===== config.mk =====
export PLATFORM = sky130hd
export DESIGN_NAME = conv_window_ctrl_flat
export DESIGN_NICKNAME = d
export VERILOG_FILES = /design/src/rtl/conv_window_ctrl_if.sv /design/src/rtl/conv_window_ctrl.sv /design/src/flat_wrapper.sv
export SDC_FILE = /design/constraint.sdc
export NUM_CORES = 1
export LEC_CHECK = 0
export ABC_AREA = 1
export CORE_ASPECT_RATIO = 0.7
export CORE_MARGIN = 3
export CORE_UTILIZATION = 53
export DETAILED_ROUTE_END_ITERATION = 16
export PLACE_DENSITY = 0.87
export SYNTH_ARGS = -nofsm -noshare
export SYNTH_HDL_FRONTEND = slang
export SYNTH_SLANG_ARGS = --single-unit

===== constraint.sdc =====
create_clock -name iCLK -period 1.8 [get_ports iCLK]
set_input_delay 0.36 -clock iCLK [delete_from_list [all_inputs] [get_ports iCLK]]
set_output_delay 0.36 -clock iCLK [all_outputs]
set_load 0.01 [all_outputs]

===== src/rtl/conv_window_ctrl_if.sv =====
// Pixel-stream control bundle between the sensor/RAW2GRAY front end and the
// 3x3 window sequencer. The master side drives frame/pixel/kernel requests.
interface conv_window_ctrl_if #(
    parameter int CNT_W = 11
);
    logic             iFRAME_START;
    logic             iDVAL;
    logic [1:0]       iKSEL;
    logic [1:0]       oKSEL;
    logic             oLB_EN;
    logic             oWIN_VALID;
    logic [CNT_W-1:0] oWIN_X;
    logic [CNT_W-1:0] oWIN_Y;
    logic             oBUSY;
    logic             oFRAME_DONE;
    logic             oFRAME_ERR;

    modport master (
        output iFRAME_START, iDVAL, iKSEL,
        input  oKSEL, oLB_EN, oWIN_VALID, oWIN_X, oWIN_Y, oBUSY, oFRAME_DONE, oFRAME_ERR
    );

    modport slave (
        input  iFRAME_START, iDVAL, iKSEL,
        output oKSEL, oLB_EN, oWIN_VALID, oWIN_X, oWIN_Y, oBUSY, oFRAME_DONE, oFRAME_ERR
    );
endinterface


===== src/rtl/conv_window_ctrl.sv =====
// Frame/line sequencer for the 3x3 Sobel datapath: tracks pixel position, gates the
// line buffers, and emits latency-aligned window-valid strobes with centre coordinates.
module conv_window_ctrl #(
    parameter int IMG_W    = 1280,
    parameter int IMG_H    = 960,
    parameter int PIPE_LAT = 2,
    parameter int CNT_W    = 11
) (
    input logic               iCLK,
    input logic               iRST,
    conv_window_ctrl_if.slave bus
);
    localparam int DRAIN_W = (PIPE_LAT > 1) ? $clog2(PIPE_LAT) : 1;
    localparam logic [CNT_W-1:0]   LAST_COL   = CNT_W'(IMG_W - 1);
    localparam logic [CNT_W-1:0]   LAST_ROW   = CNT_W'(IMG_H - 1);
    localparam logic [DRAIN_W-1:0] LAST_DRAIN = DRAIN_W'(PIPE_LAT - 1);

    typedef enum logic [1:0] {IDLE, PRIME, RUN, DRAIN} stateT;

    stateT              state;
    logic [CNT_W-1:0]   col;
    logic [CNT_W-1:0]   row;
    logic [DRAIN_W-1:0] drainCnt;
    logic [1:0]         kSel;
    logic               frameDone;
    logic               frameErr;

    logic               counting;
    logic               accept;
    logic               startErr;
    logic               rawValid;
    logic [1:0]         kSelMapped;

    logic               pipeValid [PIPE_LAT];
    logic [CNT_W-1:0]   pipeX     [PIPE_LAT];
    logic [CNT_W-1:0]   pipeY     [PIPE_LAT];

    // A start pulse always accepts a coincident pixel as (0,0), even from DRAIN.
    always_comb begin
        counting   = (state == PRIME) || (state == RUN);
        accept     = !iRST && bus.iDVAL && (counting || bus.iFRAME_START);
        startErr   = bus.iFRAME_START && (state != IDLE);
        rawValid   = accept && !bus.iFRAME_START && (row >= CNT_W'(2)) && (col >= CNT_W'(2));
        kSelMapped = (bus.iKSEL == 2'd3) ? 2'd2 : bus.iKSEL;
    end

    // DRAIN lasts PIPE_LAT clocks so its final clock lines up with the last window result.
    always_ff @(posedge iCLK) begin
        if (iRST) begin
            state     <= IDLE;
            col       <= '0;
            row       <= '0;
            drainCnt  <= '0;
            kSel      <= 2'd0;
            frameDone <= 1'b0;
            frameErr  <= 1'b0;
        end else begin
            frameDone <= 1'b0;
            frameErr  <= startErr;
            if (bus.iFRAME_START) begin
                state    <= PRIME;
                kSel     <= kSelMapped;
                row      <= '0;
                drainCnt <= '0;
                col      <= bus.iDVAL ? CNT_W'(1) : '0;
            end else begin
                unique case (state)
                    IDLE: ;
                    PRIME, RUN: begin
                        if (bus.iDVAL) begin
                            if (col == LAST_COL) begin
                                col <= '0;
                                if (row == LAST_ROW) begin
                                    state     <= DRAIN;
                                    row       <= '0;
                                    drainCnt  <= '0;
                                    frameDone <= (LAST_DRAIN == '0);
                                end else begin
                                    row <= row + CNT_W'(1);
                                    if (row == CNT_W'(1)) begin
                                        state <= RUN;
                                    end
                                end
                            end else begin
                                col <= col + CNT_W'(1);
                            end
                        end
                    end
                    DRAIN: begin
                        if (drainCnt == LAST_DRAIN) begin
                            state <= IDLE;
                        end else begin
                            drainCnt  <= drainCnt + DRAIN_W'(1);
                            frameDone <= ((drainCnt + DRAIN_W'(1)) == LAST_DRAIN);
                        end
                    end
                    default: state <= IDLE;
                endcase
            end
        end
    end

    // Coordinates only move alongside a valid bit so the outputs hold between strobes.
    always_ff @(posedge iCLK) begin
        if (iRST) begin
            for (int i = 0; i < PIPE_LAT; i++) begin
                pipeValid[i] <= 1'b0;
                pipeX[i]     <= '0;
                pipeY[i]     <= '0;
            end
        end else begin
            pipeValid[0] <= rawValid;
            if (rawValid) begin
                pipeX[0] <= col - CNT_W'(1);
                pipeY[0] <= row - CNT_W'(1);
            end
            for (int i = 1; i < PIPE_LAT; i++) begin
                pipeValid[i] <= startErr ? 1'b0 : pipeValid[i-1];
                if (pipeValid[i-1] && !startErr) begin
                    pipeX[i] <= pipeX[i-1];
                    pipeY[i] <= pipeY[i-1];
                end
            end
        end
    end

    assign bus.oKSEL       = kSel;
    assign bus.oLB_EN      = accept;
    assign bus.oWIN_VALID  = pipeValid[PIPE_LAT-1];
    assign bus.oWIN_X      = pipeX[PIPE_LAT-1];
    assign bus.oWIN_Y      = pipeY[PIPE_LAT-1];
    assign bus.oBUSY       = (state != IDLE);
    assign bus.oFRAME_DONE = frameDone;
    assign bus.oFRAME_ERR  = frameErr;
endmodule


===== src/flat_wrapper.sv =====
// flat-port wrapper written by rule: the top's interface ports become plain ports
module conv_window_ctrl_flat 
#(
    parameter int IMG_W    = 1280,
    parameter int IMG_H    = 960,
    parameter int PIPE_LAT = 2,
    parameter int CNT_W    = 11
)
  (iCLK, iRST, bus_iFRAME_START, bus_iDVAL, bus_iKSEL, bus_oKSEL, bus_oLB_EN, bus_oWIN_VALID, bus_oWIN_X, bus_oWIN_Y, bus_oBUSY, bus_oFRAME_DONE, bus_oFRAME_ERR);
  conv_window_ctrl_if #(.CNT_W(CNT_W)) bus_i ();
  input logic iCLK;
  input logic iRST;
  input wire logic [$bits(bus_i.iFRAME_START)-1:0] bus_iFRAME_START;
  input wire logic [$bits(bus_i.iDVAL)-1:0] bus_iDVAL;
  input wire logic [$bits(bus_i.iKSEL)-1:0] bus_iKSEL;
  output wire logic [$bits(bus_i.oKSEL)-1:0] bus_oKSEL;
  output wire logic [$bits(bus_i.oLB_EN)-1:0] bus_oLB_EN;
  output wire logic [$bits(bus_i.oWIN_VALID)-1:0] bus_oWIN_VALID;
  output wire logic [$bits(bus_i.oWIN_X)-1:0] bus_oWIN_X;
  output wire logic [$bits(bus_i.oWIN_Y)-1:0] bus_oWIN_Y;
  output wire logic [$bits(bus_i.oBUSY)-1:0] bus_oBUSY;
  output wire logic [$bits(bus_i.oFRAME_DONE)-1:0] bus_oFRAME_DONE;
  output wire logic [$bits(bus_i.oFRAME_ERR)-1:0] bus_oFRAME_ERR;
  assign bus_i.iFRAME_START = bus_iFRAME_START;
  assign bus_i.iDVAL = bus_iDVAL;
  assign bus_i.iKSEL = bus_iKSEL;
  assign bus_oKSEL = bus_i.oKSEL;
  assign bus_oLB_EN = bus_i.oLB_EN;
  assign bus_oWIN_VALID = bus_i.oWIN_VALID;
  assign bus_oWIN_X = bus_i.oWIN_X;
  assign bus_oWIN_Y = bus_i.oWIN_Y;
  assign bus_oBUSY = bus_i.oBUSY;
  assign bus_oFRAME_DONE = bus_i.oFRAME_DONE;
  assign bus_oFRAME_ERR = bus_i.oFRAME_ERR;
  conv_window_ctrl #(.IMG_W(IMG_W), .IMG_H(IMG_H), .PIPE_LAT(PIPE_LAT), .CNT_W(CNT_W)) u_core (.iCLK(iCLK), .iRST(iRST), .bus(bus_i));
endmodule

==> summary.md, run 1 <==
| Metric | Value |
|---|---|
| Result of the run | finished clean |
| Syn-to-layout area delta | 22.2% |
| Initial antenna violation count | 0 |
| Reg-to-Reg Start | u_core.col[0] |
| Placed cell count | 595 |
| Max FO, Critical Path | 7 |
| Htree depth | 3 |
| Root Driver | clkbuf_16 |
| M1 GR Usage | 0.269 |
| FILL cells | 570 |
| Rel. slew slack | 0.717 |
| #FFs+latches synth | 75 |
| GP Congestion | 0.938 |
| CP Capture Type | flip-flop |
| Sequential share of the synthesized area | 0.449 |
| Cell depth of the worst hold path | 1 |
| Peak VDD IR | around 470 uV |
| GRT Max-Usage Layer | met2 |
| WL final | ~9100 um |
| Hold wc startpoint | u_core.drainCnt |
| Avg Synthesized Cell Area | 9.36 um^2 |
| Slew @ Worst Pin | 0.421 ns |
| # DRC | 0 |
| Hold crit path type | reg2reg |
| Met3 Use GR | 0.0552 |
| GRT met2 Usage | 0.329 |
| Inserted Clock Buffers | 9 |
| Reg2reg end | u_core.pipeY[0][20] |
| Final Max Slew Viols | 0 |
| Cell variety after synth | 33 |
| R2R setup slack | 0.01 ns |
| Initial Utilization | 0.568 |
| Drt pass-1 iters | 5 |
| Hold Slack | between 0.4 and 0.5 ns |
| Min-Delay Endpoint | u_core.bus.oFRAME_DONE |
| First-pass GRT wire length | between 10,000 and 15,000 um |
| Layout Utilization | 0.694 |
| Power Dens Cells | 733 nW/um^2 |
| R2R depth | 9 |
| Final nets | around 530 |
| Routed len/inst | 14.7 um |
| Setup CP Type | reg2reg |
| Fin cells | about 620 |
| Total global routing overflow | 0 |
| Antenna Violating Nets Remaining | 0 |
| Overall global routing resource usage | 0.204 |
| Fin. Hold Viols | 0 |
| Site Rows | 26 |
| DP HPWL | 6480 um |
| Diode count | 0 |
| Syn nets | approximately 480 |
| Pin count of the biggest net entering global routing | 23 |
| Number of global-route vias before repair | 2,984 |
| Critical path launch point type | flip-flop |
| Worst-Skew Late Latency | roughly 0.34 ns |
| CP arrival | 1.88 ns |
| YS warnings | 0 |
| IO Count | 35 |
| Die height | ~80 um |
| Final Critical Period | between 1.5 and 2 ns |
| Number of port buffers | 34 |
| Core footprint | 7610 um^2 |
| Final setup fails | 0 |
| Clock Skew | between 0.007 and 0.008 ns |
| Design Area, Final | 5280 um^2 |
| Clock Tree Buf Depth | 2 |
| Syn Inst Count | 462 |
| Placed cell area | 4810 um^2 |
| Initial DRC Count | 296 |
| Maximum Capacitance Violations | 0 |
| Fraction of layout cells with a size suffix above 1 | 0.338 |
| CTS tree | done |
| Maximum clock frequency | 0.560 GHz |
| CP required | ~1.9 ns |
| Clock slew at reported path FFs | ~0.060 ns |
| Die area | 9300 um^2 |
| Mapped cell area | 4320 um^2 |
| Final period util | 0.993 |
| CTS sink cnt | 75 |
| Vias post-DR | 3,229 |
| DR vias/cell | 5.20 |
| Die width | 114 um |
| Final TNS setup | 0 ns |
| Lkg Pwr | ~2.2 nW |
-- critical path, cell delays in order, from the launching register on --
cell and delay, ns:
dfxtp_4 0.37, inv_2 0.06, ha_1 0.20, nand4_1 0.12, nand3_2 0.10, nand3_2 0.10, o21ai_2 0.05, bufinv_8 0.22
bufbuf_16 0.28, nor2_4 0.03
-- placed cells by master (no fill, tap or decap), types with 16 or more instances in the layout --
master           count
inv_2               16
nor2_1              38
a21oi_1             20
buf_4               33
clkdlybuf4s50_1     31
nand3_1             18
edfxtp_1            44
inv_1               53
nand2_1             63
nor2_4              49
-- logic make-up after synthesis --
logic type	synth area share
AND/OR/NAND/NOR	0.308
XOR/XNOR	0.0344
buffers and inverters	0.135
flip-flops	0.449
AO/OA/AOI/OAI	0.0475
adder cells (fa/ha/maj)	0.0260
-- layout make-up --
class,count,area [um^2],area share
sequential,75,1970,0.373
multi-input combinational,283,1850,0.350
timing repair buffer,78,776,0.147
inverter,71,282,0.0533
clock buffer,9,225,0.0426
tap,98,123,0.0232
clock inverter,7,58.8,0.0111
-- Yosys cell counts --
master	number	share of area
nor2_1	41	0.036
nor2_2	10	0.014
edfxtp_1	44	0.31
xor2_1	13	0.026
ha_1	9	0.026
a31o_2	1	0.0020
a31oi_1	3	0.0043
o21ai_0	6	0.0069
nand3_2	2	0.0046
o211a_1	1	0.0023
nor4_1	2	0.0029
buf_6	4	0.010
nand3b_1	1	0.0017
xnor2_1	4	0.0081
nor2_4	46	0.12
nand2_2	9	0.013
nor3_2	4	0.0093
nand2_1	65	0.056
o22a_1	1	0.0020
inv_1	58	0.050
buf_4	25	0.043
inv_2	11	0.0095
a21oi_1	20	0.023
clkinv_2	1	0.0012
nor3_1	14	0.016
buf_12	4	0.019
o21ai_2	1	0.0020
nand3_1	19	0.022
nand4_1	8	0.012
dfxtp_1	31	0.14
a32o_1	1	0.0023
o21ai_1	2	0.0023
inv_6	1	0.0020
-- registers in the layout, summed over array words and instances (netlist names), 2 cells and up --
register	cells
u_core.pipeY	22
u_core.state	2
u_core.col	11
u_core.row	11
u_core.pipeX	22
u_core.pipeValid	2
u_core.bus.oKSEL	2
-- what timing repair did --
item                                   in CTS  in global routing
resized for setup                          20                 28
setup endpoints to repair                  41                 68
pin swaps                                   2                  5
hold buffers                                0                  0
endpoints found under the hold margin       0                  0
buffers inserted                            6                  5
gates cloned                                1                  0
-- per-stage QoR --
step / setup WS (ns) / total power, mW
2_1_floorplan: 0.0991 / 2.07
3_5_place_dp: -0.247 / 2.18
5_1_grt: -0.0384 / 4.01
6_report: 0.0134 / 3.87
3_3_place_gp: -0.182 / 2.16
4_1_cts: 0.00603 / 3.89
-- metal layers --
metal,routed length [um],part of all wire
met1,4070,0.45
met2,4200,0.46
met3,702,0.077
met4,165,0.018
met5,0,0
-- power breakdown --
group / total, mW / internal, mW / switching [mW]
combinational: 0.286 / 0.125 / 0.160
clock: 1.72 / 0.957 / 0.764
sequential: 1.87 / 1.85 / 0.0171
-- worst max path at each step --
stage               startpoint             endpoint  cells after the start
2_1_floorplan  u_core.state[1]   u_core.pipeX[0][0]                      6
3_3_place_gp         bus_iDVAL           bus_oLB_EN                      4
3_5_place_dp         bus_iDVAL           bus_oLB_EN                      4
4_1_cts          u_core.row[8]  u_core.pipeY[0][18]                      9
5_1_grt          u_core.col[7]  u_core.pipeY[0][17]                     11
6_report         u_core.col[0]  u_core.pipeY[0][20]                      9
Note: power is estimated with default switching activity, not from simulation.
==> inputs of run 2 (changes only) <==
- CORE_MARGIN: 3 -> default
==> run 2 against run 1 <==
- global-route usage up 0.56 points
- via count down 4.0%
- die area down 8.2%
- critical path depth up 1
- non-clock buffer count down 4
- clock-buffer cell count unchanged
- core utilization down 3.0 points
- sequential cell count unchanged
- first-iteration DRC count down 23%
- clock power up 16%
- largest power group is now the clock network
- worst hold slack worse by 0.0049 ns
- total power up 7.1%
==> summary.md, run 2 (synthesis gave the netlist of run 1 again) <==
| Metric | Value |
|---|---|
| RSZ-0062 raised after global routing | yes |
| Final period util | 0.970 |
| Most frequent CP cell | nor2_4 |
| Slew @ Worst Pin | roughly 0.43 ns |
| Placed cell count | 600 |
| Max incr delay on CP | 0.33 ns |
| Inserted Clock Buffers | 9 |
| Core footprint | between 7000 and 8000 um^2 |
| Clock Tree Buf Depth | 2 |
| Combinational share of power | 0.067 |
| Overall global routing resource usage | 0.210 |
| Min-Delay Endpoint | u_core.bus.oFRAME_DONE |
| Initial Utilization | 0.549 |
| Antenna Violating Nets Remaining | 0 |
| Hold Slack | 0.462 ns |
| Peak VDD IR | around 600 uV |
| Power Dens Cells | 794 nW/um^2 |
| Hold wc startpoint | u_core.drainCnt |
| Reg-to-Reg Start | u_core.state[0] |
| Final Max Slew Viols | 0 |
| Final setup fails | 0 |
| Clock slew at reported path FFs | 0.06 ns |
| Routed len/inst | 13.3 um |
| Placed cell area | 4830 um^2 |
| Critical path launch point type | flip-flop |
| DP HPWL | 6110 um |
| CP top delay family | buffers and inverters |
| Root Driver | clkbuf_16 |
| Number of port buffers | 34 |
| Die width | 110 um |
| CTS hold repair buffers | 0 |
| Vias post-DR | 3,101 |
| Cell depth of the worst hold path | 1 |
| Fin cells | 620 |
| R2R depth | 10 |
| Final Critical Period | around 1.7 ns |
| Maximum Capacitance Violations | 0 |
| Sequential power share | 0.450 |
| Total global routing overflow | 0 |
| Drt pass-1 iters | 5 |
| CP Cell Sequence | inv_1, ha_1, nand2_2, buf_4, nor2_4, nand3_2, o21ai_4, inv_6, buf_12, nor2_4 |
| Fin. Hold Viols | 0 |
| Syn-to-layout area delta | 20.9% |
| Initial DRC Count | about 230 |
| Clock share of power | 0.483 |
| Largest regs | u_core.pipeX: 22 flops, u_core.pipeY: 22 flops |
| FILL cells | approximately 610 |
| Rel. slew slack | 0.714 |
| Most common cell after layout, fill and taps aside | nand2_1 |
| Final nets | about 530 |
| Design Area, Final | 5230 um^2 |
| Fraction of layout cells with a size suffix above 1 | 0.306 |
| GP Congestion | 0.934 |
| R2R setup slack | 0.05 ns |
| CTS tree | done |
| CP required | 1.90 ns |
| Initial antenna violation count | 0 |
| IO Count | 35 |
| CTS sink cnt | 75 |
| Hold crit path type | reg2reg |
| Site Rows | 27 |
| Internal | 3.21 mW |
| Switch share | 0.226 |
| CP arrival | approximately 1.8 ns |
| Most frequent cells in the layout | 61 x nand2_1, 55 x inv_1, 47 x nor2_4, 44 x edfxtp_1, 38 x nor2_1 |
| WL final | 8270 um |
| DR vias/cell | roughly 5 |
| Worst-Skew Late Latency | 0.35 ns |
| Max FO, Critical Path | 11 |
| Lkg Pwr | 2.15 nW |
| Setup CP Type | reg2reg |
| Pin count of the biggest net entering global routing | 23 |
| Maximum clock frequency | roughly 0.57 GHz |
| Result of the run | finished clean |
| CP Capture Type | flip-flop |
| Buf/Inv on CP | 4 |
| First-pass GRT wire length | 13,500 um |
| # DRC | 0 |
| Reg2reg end | u_core.pipeY[0][19] |
| Crit path max-delay cell type | dfxtp_2 |
| Die area | 8530 um^2 |
| Htree depth | 3 |
| Critical path depth | 10 |
| Diode count | 0 |
| Number of global-route vias before repair | 2,831 |
| Die height | 77.6 um |
| Switching power | 937 uW |
| Clock Skew | about 0.015 ns |
-- run 2: cell types whose count changed in the layout (fill, tap and decap cells not counted), moves of 2 or more --
cell / before / now
dfxtp_1: 14 / 28
bufinv_16: 0 / 2
nand2_2: 10 / 12
dfxtp_2: 14 / 3
nor2_4: 49 / 47
buf_6: 3 / 0
inv_6: 3 / 6
inv_1: 53 / 55
dfxtp_4: 3 / 0
inv_2: 16 / 14
nand2_1: 63 / 61
nor2_2: 10 / 12
-- run 2: worst register-to-register path, stage by stage (launching register included) --
cell	delay (ns)
dfxtp_2	0.33
inv_1	0.05
ha_1	0.32
nand2_2	0.08
buf_4	0.13
nor2_4	0.05
nand3_2	0.10
o21ai_4	0.08
inv_6	0.12
buf_12	0.19
nor2_4	0.04
-- run 2: cell type report --
class	count	area, um^2	share of cell area
tap	101	126	0.0242
multi-input combinational	283	1850	0.353
inverter	71	273	0.0522
clock inverter	7	104	0.0199
clock buffer	9	225	0.0431
timing repair buffer	74	709	0.136
sequential	75	1950	0.372
-- run 2: routing by layer --
| layer | global-route usage | routed length (um) | up-vias | share of wire |
|---|---|---|---|---|
| li1 | - | - | 1559 | - |
| met1 | 0.298 | 3830 | 1402 | 0.46 |
| met2 | 0.306 | 3710 | 125 | 0.45 |
| met3 | 0.0555 | 634 | 15 | 0.077 |
| met4 | 0.0773 | 108 | 0 | 0.013 |
| met5 | 0 | 0 | - | 0 |
-- run 2: what timing repair did --
item	CTS	global route
buffers inserted	0	4
cloned	0	0
pin swaps	0	4
gates resized for setup	6	17
setup endpoints to repair	7	79
-- run 2: how the worst max path moves through the flow --
| stage | start | to | slack, ns |
|---|---|---|---|
| after floorplan | u_core.state[1] | u_core.pipeX[0][0] | 0.1 |
| after global placement | bus_iDVAL | bus_oLB_EN | -0.18 |
| after detailed placement | bus_iDVAL | bus_oLB_EN | -0.21 |
| after CTS | u_core.state[0] | u_core.pipeX[0][18] | 0.003 |
| after global routing | u_core.state[0] | u_core.col[5] | -0.02 |
| final | u_core.state[0] | u_core.pipeY[0][19] | 0.05 |
-- run 2: stage by stage --
| step | power [mW] | worst slack (ns) | TNS, ns | util |
|---|---|---|---|---|
| finish | 4.15 | 0.0534 | 0 | 0.664 |
| global route | 4.27 | -0.0185 | -0.0986 | 0.664 |
| CTS | 4.16 | 0.00324 | 0 | 0.655 |
| detailed placement | 2.18 | -0.210 | -10.46 | 0.613 |
| global placement | 2.17 | -0.178 | -8.38 | 0.613 |
| floorplan | 2.07 | 0.0991 | 0 | - |
-- run 2: power by group through the flow --
| stage | sequential [mW] | combinational (mW) | clock (mW) |
|---|---|---|---|
| 6_report | 1.87 | 0.278 | 2.00 |
| 5_1_grt | 1.87 | 0.302 | 2.09 |
| 4_1_cts | 1.87 | 0.272 | 2.02 |
| 3_5_place_dp | 1.91 | 0.272 | 0 |
| 3_3_place_gp | 1.90 | 0.266 | 0 |
| 2_1_floorplan | 1.90 | 0.165 | 0 |
